<file path="src/rtl/program_loader.sv">
// Byte-stream loader for the 16x8 instruction SRAM.
// Holds the CPU in reset until a checksum-clean image is written.
module program_loader #(
  parameter int ADDR   = 4,
  parameter int WIDTH  = 8,
  parameter int LENGTH = 16
) (
  input  logic             clk,
  input  logic             reset_n,
  input  logic             start,
  input  logic             in_valid,
  input  logic [WIDTH-1:0] in_data,
  output logic             in_ready,
  output logic             sram_cs,
  output logic             sram_we,
  output logic [ADDR-1:0]  sram_addr,
  output logic [WIDTH-1:0] sram_data,
  output logic             cpu_reset,
  output logic             busy,
  output logic             done,
  output logic             error,
  output logic [ADDR:0]    count
);

  localparam logic [2:0] IDLE  = 3'd0;
  localparam logic [2:0] LOAD  = 3'd1;
  localparam logic [2:0] CHECK = 3'd2;
  localparam logic [2:0] DONE  = 3'd3;
  localparam logic [2:0] ERROR = 3'd4;

  localparam logic [ADDR-1:0] LAST = ADDR'(LENGTH - 1);
  localparam logic [ADDR:0]   ONE  = (ADDR+1)'(1);

  logic [2:0]       state_q, state_d;
  logic [ADDR-1:0]  idx_q, idx_d;
  logic [ADDR:0]    cnt_q, cnt_d;
  logic [WIDTH-1:0] sum_q, sum_d;
  logic             wr_q, wr_d;
  logic [ADDR-1:0]  addr_q, addr_d;
  logic [WIDTH-1:0] data_q, data_d;
  logic             beat;
  logic [WIDTH-1:0] sum_next;

  assign in_ready = (state_q == LOAD) || (state_q == CHECK);
  assign busy     = in_ready;
  assign done     = (state_q == DONE);
  assign error    = (state_q == ERROR);
  assign cpu_reset = (state_q != DONE);
  assign count    = cnt_q;
  assign sram_cs  = wr_q;
  assign sram_we  = wr_q;
  assign sram_addr = addr_q;
  assign sram_data = data_q;

  assign beat     = in_valid && in_ready;
  assign sum_next = sum_q + in_data;

  always_comb begin
    state_d = state_q;
    idx_d   = idx_q;
    cnt_d   = cnt_q;
    sum_d   = sum_q;
    wr_d    = 1'b0;
    addr_d  = addr_q;
    data_d  = data_q;
    case (state_q)
      LOAD: begin
        if (beat) begin
          wr_d   = 1'b1;
          addr_d = idx_q;
          data_d = in_data;
          sum_d  = sum_next;
          cnt_d  = cnt_q + ONE;
          // index parks on the last word instead of wrapping
          if (idx_q == LAST) state_d = CHECK;
          else               idx_d   = idx_q + 1'b1;
        end
      end
      CHECK: begin
        if (beat) begin
          if (sum_next == '0) state_d = DONE;
          else                state_d = ERROR;
        end
      end
      default: begin
        if (start) begin
          state_d = LOAD;
          idx_d   = '0;
          cnt_d   = '0;
          sum_d   = '0;
        end
      end
    endcase
  end

  always_ff @(posedge clk or negedge reset_n) begin
    if (!reset_n) begin
      state_q <= IDLE;
      idx_q   <= '0;
      cnt_q   <= '0;
      sum_q   <= '0;
      wr_q    <= 1'b0;
      addr_q  <= '0;
      data_q  <= '0;
    end else begin
      state_q <= state_d;
      idx_q   <= idx_d;
      cnt_q   <= cnt_d;
      sum_q   <= sum_d;
      wr_q    <= wr_d;
      addr_q  <= addr_d;
      data_q  <= data_d;
    end
  end

endmodule

</file>
<file path="config.mk">
export PLATFORM = sky130hd
export DESIGN_NAME = program_loader
export DESIGN_NICKNAME = d
export VERILOG_FILES = /design/src/rtl/program_loader.sv
export SDC_FILE = /design/constraint.sdc
export NUM_CORES = 1
export LEC_CHECK = 0
export BUFFER_PORTS_ARGS = -buffer_cell sky130_fd_sc_hd__buf_2
export CAP_MARGIN = 5
export CORE_ASPECT_RATIO = 1.4
export CORE_MARGIN = 2
export CORE_UTILIZATION = 29
export CTS_BUF_LIST = sky130_fd_sc_hd__clkbuf_16
export DETAILED_ROUTE_END_ITERATION = 16
export GPL_TIMING_DRIVEN = 0
export PLACE_DENSITY = 0.48
export SLEW_MARGIN = 20
export SYNTH_ARGS = -nofsm -noshare
export SYNTH_HDL_FRONTEND = slang
export SYNTH_SLANG_ARGS = --single-unit
</file>
<file path="constraint.sdc">
create_clock -name clk -period 3.3 [get_ports clk]
set_input_delay 0.165 -clock clk [delete_from_list [all_inputs] [get_ports clk]]
set_output_delay 0.165 -clock clk [all_outputs]
set_load 0.05 [all_outputs]
</file>
==> results_dict.tcl <==
set metrics [dict create \
    start_util 0.299 \
    synth_top_area_frac 0.447 \
    die_h_um 98.4 \
    synth-async-reset-ratio 1.00 \
    cts_tree "built" \
    ys_seq_elements 33 \
    clock.fmax_mhz 396 \
    synth.most_common_cell "dfrtp_1" \
    finClkSkew_ns 0.00342 \
    holdPathEnd "sram_data[6]$_DFFE_PN0P_" \
    setup_viol 0 \
    coreArea_sq_um 6170 \
    final_antenna_net_count 0 \
    rr_startpoint "sum_q[0]$_DFFE_PN0P_" \
    status "complete, no violations" \
    syn_nets 201 \
    post_cts_resize_count 0 \
    leakage_nw 1.06 \
    grt_pass1_vias 1430 \
    synth_edf_count 0 \
    grt_use_total 0.125 \
    drt_first_pass_iters 4 \
    cts_max_path_buffers 2 \
    hold_path_depth 2 \
    grt_max_degree 34 \
    yosysTopAreaCell "dfrtp_1" \
    antenna_found_initial 0 \
    wl_per_cell_um 14.3 \
    synthTopCellsByArea "dfrtp_1 (45%), ha_1 (6.1%), mux2_1 (5.5%), a21oi_1 (3.0%), nor2_1 (2.6%)" \
    n_antenna_cell 0 \
    die_w_um 71.4 \
    cp-end-kind "register" \
    areaGrowthSynthToFinish_pct 23.6 \
    dieArea_sq_um 7030 \
    yosysSeqAreaShare 0.447 \
    cts_setup_buffers 0 \
    power_density_nw_per_um2 992 \
    clk_pin_slew_worst_paths_ns 0.05 \
    nets 244 \
    fin_crit_sh 0.765 \
    cts-buffers-inserted 5 \
    relSlewSlack 0.499 \
    wl_um 4200 \
    critPathLaunchType "register" \
    tightest_slew_ns 0.752 \
    port_buffers 35 \
    cts_root_buffer "clkbuf_16" \
    grt_pass1_wl_um 6820 \
    critPathArrivalTime_ns 2.72 \
    final.setup.tns_ns 0 \
    ys.flop_type "dfrtp_1" \
    vias_per_cell 4.99 \
    dp_hpwl_um 3140 \
    rsz0062_at_grt "false" \
    postLayoutCoreUtil 0.370 \
    syn_inst 179 \
    clock-sinks 33 \
    syn_area_per_cell_sq_um 10.3 \
    min-delay-start "in_data[6]" \
    drt_drc_violations_left 0 \
    ir_drop_mv 0.264 \
    critPathRequiredTime_ns 3.50 \
    min_period_ns 2.53 \
    slew_violations 0 \
    worstSetupPathType "reg2reg" \
    holdWs_ns 0.131 \
    ctsHoldBuffers 1 \
    rrSetupSlack_ns 0.77 \
    io_pins 36 \
    overflow 0 \
    htreeDepth 2 \
    ys_types 50 \
    min_path_type "in2reg" \
    ys_warn_count 0 \
    clk_latency_ns 0.28 \
    cap_violations 0 \
    gp_congestion 0.808 \
    crit_fanout 3 \
    hold_violations 0 \
    vias 1468 \
    first_iter_violations 49 \
    rr_worst_depth 8 \
    row_count 34 \
    r2r-end "state_q[0]$_DFFE_PN0P_" \
    drive_above_1_share 0.261 \
    netlist_top_cells_count "dfrtp_1 (33), nor2_1 (13), a21oi_1 (11)" \
    netlist_area_sq_um 1850 \
]
-- per-stage QoR --
stage / cell area (sq um) / power [mW] / worst slack (ns) / cells
global route: 2280 / 2.40 / 0.640 / 294
CTS: 2280 / 2.28 / 0.745 / 294
global placement: 2110 / 1.75 / 0.760 / 286
floorplan: 1850 / 1.51 / 0.971 / 179
detailed placement: 2110 / 1.75 / 0.775 / 286
finish: 2280 / 2.26 / 0.774 / 294
-- power breakdown --
part | internal (mW) | leakage [nW] | switching (mW)
registers | 0.555 | 0.400 | 0.103
clock network | 0.350 | 0.0797 | 0.171
logic | 0.387 | 0.581 | 0.699
total | 1.29 | 1.06 | 0.972
-- layout by cell type, fill, tap and decap left out, types with 3 or more instances in the layout --
cell,n
a21oi_1,11
a22o_1,5
buf_2,37
buf_4,4
clkbuf_16,5
dfrtp_1,33
ha_1,9
inv_1,9
mux2_1,9
nand2_1,9
nand2b_1,3
nand3_1,4
nor2_1,13
nor2b_1,5
nor3b_1,3
o21ai_0,5
o21ai_1,8
or3_1,3
xnor2_1,4
xor2_1,3
-- flip-flops by register name, indices dropped and copies added, names as in the netlist --
register,count
sram_addr,4
sum_q,8
count,5
state_q,3
idx_q,4
sram_cs,1
sram_data,8
-- cell families after synthesis --
kind of cell / synth area share
AND/OR/NAND/NOR: 0.149
flip-flops: 0.447
adder cells (fa/ha/maj): 0.0718
buffers and inverters: 0.0481
XOR/XNOR: 0.0332
AO/OA/AOI/OAI: 0.182
multiplexers: 0.0691
-- final cells by class --
class	count	area [sq um]
Buffer	8	47.5
Clock buffer	5	125
Clock inverter	2	35.0
Fill cell	637	3890
Inverter	11	41.3
Multi-Input combinational cell	127	932
Sequential cell	33	826
Tap cell	72	90.1
Timing Repair Buffer	36	185
-- worst max path at each step --
| stage | from | to | cells after the start |
|---|---|---|---|
| after floorplan | sum_q[0]$_DFFE_PN0P_ | state_q[0]$_DFFE_PN0P_ | 8 |
| after CTS | sum_q[0]$_DFFE_PN0P_ | state_q[0]$_DFFE_PN0P_ | 8 |
| final | sum_q[0]$_DFFE_PN0P_ | state_q[0]$_DFFE_PN0P_ | 8 |
| after global routing | sum_q[0]$_DFFE_PN0P_ | state_q[0]$_DFFE_PN0P_ | 8 |
| after global placement | sum_q[0]$_DFFE_PN0P_ | state_q[0]$_DFFE_PN0P_ | 8 |
| after detailed placement | sum_q[0]$_DFFE_PN0P_ | state_q[0]$_DFFE_PN0P_ | 8 |
-- worst max-delay path, cell delays in order (launching register included) --
cell and delay [ns]:
dfrtp_1 0.34, ha_1 0.23, inv_1 0.07, fa_1 0.40, nand2b_2 0.20, a21oi_1 0.20, mux2_4 0.34, or4b_4 0.54
o21ai_1 0.13
-- layer usage --
layer / global-route usage / vias to the layer above / wire [um]
met5: 0 / - / 0
met4: 0.0610 / 0 / 72
met3: 0.0256 / 5 / 130
met2: 0.229 / 28 / 2220
met1: 0.135 / 710 / 1770
li1: - / 725 / -
(Power assumes the default switching activity.)
